[src/rtl/fifo_stream_reader.sv]
// Read-side adapter that turns a FIFO with one-cycle read latency into a valid/ready stream.
// A 3-entry skid buffer covers the in-flight read, so the read decision never depends on m_ready.
module fifo_stream_reader #(
  parameter int WIDTH     = 8,
  parameter int CNT_WIDTH = 16
) (
  input  logic                 clk,
  input  logic                 rst_n,
  input  logic                 fifo_empty,
  input  logic [WIDTH-1:0]     fifo_dout,
  output logic                 fifo_rd_en,
  output logic                 m_valid,
  output logic [WIDTH-1:0]     m_data,
  input  logic                 m_ready,
  output logic [CNT_WIDTH-1:0] beat_count,
  output logic                 idle
);

  logic [WIDTH-1:0] buffer [3];
  logic [1:0]       head;
  logic [1:0]       tail;
  logic [1:0]       occ;
  logic             inflight;
  logic             pop;

  function automatic logic [1:0] wrap_inc(input logic [1:0] p);
    return (p == 2'd2) ? 2'd0 : p + 2'd1;
  endfunction

  assign m_valid = (occ != 2'd0);
  assign m_data  = buffer[head];
  assign pop     = m_valid && m_ready;
  assign idle    = fifo_empty && (occ == 2'd0) && !inflight;

  // Only issue a read when the buffer is guaranteed to have room for it on return.
  assign fifo_rd_en = rst_n && !fifo_empty && (({1'b0, occ} + {2'b00, inflight}) <= 3'd2);

  always_ff @(posedge clk or negedge rst_n) begin
    if (!rst_n) begin
      for (int unsigned i = 0; i < 3; i++) buffer[i] <= '0;
      head       <= '0;
      tail       <= '0;
      occ        <= '0;
      inflight   <= 1'b0;
      beat_count <= '0;
    end else begin
      inflight <= fifo_rd_en;
      if (inflight) begin
        buffer[tail] <= fifo_dout;
        tail         <= wrap_inc(tail);
      end
      if (pop) begin
        head       <= wrap_inc(head);
        beat_count <= beat_count + CNT_WIDTH'(1);
      end
      occ <= occ + {1'b0, inflight} - {1'b0, pop};
    end
  end

endmodule

[config.mk]
export PLATFORM = sky130hd
export DESIGN_NAME = fifo_stream_reader
export DESIGN_NICKNAME = d
export VERILOG_FILES = /design/src/rtl/fifo_stream_reader.sv
export SDC_FILE = /design/constraint.sdc
export NUM_CORES = 1
export LEC_CHECK = 0
export CORE_UTILIZATION = 25
export CTS_CLUSTER_DIAMETER = 50
export DETAILED_ROUTE_END_ITERATION = 16
export GPL_TIMING_DRIVEN = 0
export PLACE_DENSITY = 0.43
export SLEW_MARGIN = 25
export SYNTH_ARGS = -nofsm -noshare
export SYNTH_HDL_FRONTEND = slang
export SYNTH_SLANG_ARGS = --single-unit
[constraint.sdc]
create_clock -name clk -period 4.05 [get_ports clk]
set_clock_uncertainty 0.15 [all_clocks]
set_input_delay 0.6075 -clock clk [delete_from_list [all_inputs] [get_ports clk]]
set_output_delay 0.6075 -clock clk [all_outputs]
set_load 0.005 [all_outputs]
## Word level (Yosys, flattened, before mapping)

Index checks and enable logic that the tools add are counted.

| word-level totals | value |
|---|---|
| bits in registers | 47 |
| word-level logic and storage cells | 40 |
| output and inout bits | 27 |
| bits of input ports | 12 |

| operators by class | value |
|---|---|
| magnitude comparators | 4 |
| bitwise logic cells | 2 |
| eq/ne operators | 2 |
| $add $sub $neg | 6 |
| muxes and demuxes | 8 |
| reduce and logical (&&, ||, !) cells | 10 |

Operators by type and width:

| kind | count |
|---|---|
| bitwise mux 24 bit | 1 |
| two-way mux 8 bit | 3 |
| adder 16 x 1 -> 16 bit (second input constant) | 1 |
| binary-select mux 8 bit (select 2 bit) | 1 |
| demux 8 bit (select 2 bit) | 1 |
| greater-or-equal comparator 3 bit (second input constant) | 2 |
| logical AND 1 bit | 6 |
| NOT 2 -> 3 bit | 2 |
| adder 2 x 1 -> 2 bit (second input constant) | 2 |
| equality test 2 bit (second input constant) | 2 |
| two-way mux 2 bit | 2 |
| adder 2 x 1 -> 3 bit | 1 |
| <= comparator 3 x 2 -> 1 bit (second input constant) | 1 |
| less-than comparator 3 x 1 -> 1 bit (second input constant) | 1 |
| adder 2 x 1 -> 2 bit | 1 |
| zero test 1 bit | 2 |
| zero test 2 bit | 1 |
| nonzero test 2 bit | 1 |
| subtractor 2 x 1 -> 2 bit | 1 |

## Longest topological paths before layout

| depth | value |
|---|---|
| word-level depth | 6 |
| mapped depth | 7 |

## Worst setup path before layout

Ideal clock, no wire load.

| timing path | value |
|---|---|
| path kind | reg2out |
| start | register occ[0] |
| end | output port fifo_rd_en |
| data arrival time | 1192 ps |
| stages on the path, launching flop included | 6 |
| required time | 3293 ps |
| setup slack | 2100 ps |
| cells stage by stage | dfrtp_1 ha_1 ha_1 nor2_1 a21oi_1 nor3b_1 |

| on the way | value |
|---|---|
| longest elaborated chain between the ends | 3 |

Ends and longest elaborated chain:

| what | RTL line | text |
|---|---|---|
| start: declaration | 22 | `logic [1:0] occ;` |
| start signal: assignment | 56 | `occ <= occ + {1'b0, inflight} - {1'b0, pop};` |
| adder 2 x 1 -> 3 bit | 36 | `assign fifo_rd_en = rst_n && !fifo_empty && (({1'b0, occ} + {2'b00, inflight}) <= 3'd2);` |
| <= comparator 3 x 2 -> 1 bit | 36 |  |
| logical AND 1 bit | 36 |  |
| end: declaration | 11 | `output logic fifo_rd_en,` |

Every way passes these cells.

## Worst setup path after layout

| timing path | value |
|---|---|
| start | register head[0] |
| end | output port m_data[0] |

| on the way | value |
|---|---|
| longest elaborated chain between the ends | 4 |

Ends and longest elaborated chain:

| what | RTL line | text |
|---|---|---|
| start: declaration | 20 | `logic [1:0] head;` |
| start signal: assignment | 53 | `head <= wrap_inc(head);` |
| NOT 2 -> 3 bit (not written as such) | 31 | `assign m_data = buffer[head];` |
| binary-select mux 8 bit (select 2 bit) | 31 |  |
| two-way mux 8 bit (not written as such) (2 in a row) | 31 |  |
| end: declaration | 13 | `output logic [WIDTH-1:0] m_data,` |

Every way passes these cells. The select of a mux whose other input is x is not followed.

==> qor.txt <==
Clk pwr share: 16.0%
global-route wire length before repair: 7330 um
Worst Path Arrival: 2.21 ns
count of final setup violators: 0
pin count of the biggest net entering global routing: 49
hold_buf cts: 0
ys async rst share: 100%
P_sw: 0.578 mW
root buf cell: clkbuf_8
Hold WS: 0.169 ns
met2 Usage GRT: 16.8%
Max Clk Rate: 337 MHz
initial antenna violation count: 0
CTS buffer count: 5
antenna viol nets, final: 0
Fillers: 861
GP Congestion: 0.648
register area: 0.00118 mm2
switch share: 31.8%
CP required: 3.29 ns
clock sinks: 47
Synth Cell Area: 0.00214 mm2
yosys warns: 0
pre-CTS WS: 1.19 ns
Clock Latency Late Sink: 0.29 ns
WS Path Type: flip-flop to output pin
min cycle time layout: 2.97 ns
chip height: 94.6 um
global route total overflow: 0
port buffer count: 38
wire per inst: 13.3 um
internal power: 1.24 mW
initial drt markers: 46
area leader, netlist: dfrtp_1
Syn Area/Cell: 12.2 um2
Site Rows: 33
worst min-delay path class: input pin to asynchronous set/reset pin
Yosys top cell area share: 54.9%
num ports: 39
most frequent cells in the layout: dfrtp_1, clkdlybuf4s50_1, mux2_2
Post-CTS Setup Inserts: 0
critical path launch point type: flip-flop
sequential area share after synthesis: 54.9%
leading cell type in the layout, fill and taps excluded: dfrtp_1
grt met3 use: 3.06%
Seq pwr share: 43.6%
Main synth FF type: dfrtp_1
power per cell area: 662 mW/mm2
Critical Path Fanout Max: 10
synth-to-layout area growth: 27.9%
Multi-input gate area: 910 um2
Synth Register Bits: 47
R2R cell count: 7
drt pass-1 iters: 3
outcome: finished, final reports clean
share of cells above drive strength 1: 17.6%
top post-synthesis cells by area: dfrtp_1, mux2_2, xnor2_1
Pleak: 1.18 nW
Slew headroom: 40.2%
Overall Global Routing Usage: 11.0%
Starting Density: 25.9%
setup TNS: 0 ns
final WL: 4340 um
GR Util met1: 14.9%
fin crit share: 73.3%
fin. max-slew vios: 0
DRC viols: 0
Worst-path clk slew: 0.09 ns
DR vias: 1421
fin worst setup slack: 1.08 ns
TritonCTS clock tree: built
maximum VDD drop: 0.000223 V
Mapped Cells: 176
vias in the first global route: 1436
H-tree depth: 2
Die W: 94.6 um
Die Area: 0.00894 mm2
gr busiest metal: met2
Worst Setup End Kind: output pin
nets: 239
Post-DP HPWL: 2890 um
Distinct cells, synth: 28
Post-Synthesis Net Count: 194
Resized cells post-CTS: 0
max cap viols: 0
Comb power frac: 40.4%
Worst Tran Pin Value: 0.892 ns
CTS Buffer Depth: 2
ANT cells: 0
RSZ-0062 raised after global routing: false
Post-synth EDFFs: 0
Vias/cell: 4.36
Fin. Hold Viols: 0
Core Box Area: 0.00826 mm2
-- cell families after synthesis --
family / synth area share (%)
AND/OR/NAND/NOR: 11.6
flip-flops: 54.9
multiplexers: 16.4
buffers and inverters: 2.63
XOR/XNOR: 6.95
adder cells (fa/ha/maj): 3.50
AO/OA/AOI/OAI: 4.03
-- per-layer routing --
layer  vias to the layer above  share of wire [%]
met5                         -                  0
met3                         5                5.0
met4                         0               0.88
met1                       701                 49
li1                        684                  -
met2                        31                 45
-- power groups by stage --
stage | clock network, mW | logic [mW] | registers, mW
global placement | 0 | 0.739 | 0.799
global route | 0.326 | 0.824 | 0.825
detailed placement | 0 | 0.744 | 0.803
finish | 0.290 | 0.734 | 0.790
CTS | 0.309 | 0.751 | 0.794
floorplan | 0 | 0.414 | 0.770
-- flip-flops by register name, indices dropped and copies added (netlist names) --
register / flops
inflight: 1
head: 2
beat_count: 16
occ: 2
tail: 2
buffer: 24
-- cell type report --
class	instances	share of cell area [%]
buffer	5	0.959
sequential	47	42.9
multi-input combinational	116	33.2
clock inverter	1	0.183
clock buffer	6	3.02
tap	105	4.80
inverter	8	1.10
timing repair buffer	38	13.8
-- worst paths after layout --
path,slack [ns],end,start
setup reg to reg,2.12,occ[1]$_DFF_PN0_,occ[1]$_DFF_PN0_
max in group asynchronous,3.15,beat_count[14]$_DFFE_PN0P_,rst_n
setup / recovery,1.08,m_data[0],head[0]$_DFFE_PN0P_
hold / removal,0.17,beat_count[4]$_DFFE_PN0P_,rst_n
hold reg to reg,0.32,beat_count[15]$_DFFE_PN0P_,beat_count[15]$_DFFE_PN0P_
min in group clk,0.32,beat_count[15]$_DFFE_PN0P_,beat_count[15]$_DFFE_PN0P_
-- metrics by stage --
| stage | power [mW] | instance area (um2) | std cells | utilization [%] |
|---|---|---|---|---|
| floorplan | 1.18 | 2140 | 176 | - |
| global placement | 1.54 | 2650 | 319 | 32.1 |
| detailed placement | 1.55 | 2650 | 319 | 32.1 |
| CTS | 1.85 | 2740 | 326 | 33.2 |
| global route | 1.98 | 2740 | 326 | 33.2 |
| finish | 1.81 | 2740 | 326 | 33.2 |
-- critical path, cell delays in order, from the launching register on --
cell	delay, ns
dfrtp_1	0.40
buf_1	0.60
mux2i_1	0.17
o21ai_0	0.21
clkdlybuf4s50_1	0.53
-- cells in the mapped netlist (3+ instances only) --
library cell  number
dfrtp_1           47
mux2_2            24
nand2_1           18
xnor2_1           11
o21ai_0           10
inv_1              8
mux2i_1            8
nand3_1            7
nor2_1             7
ha_1               6
xor2_1             6
clkbuf_1           3
(Power assumes the default switching activity.)
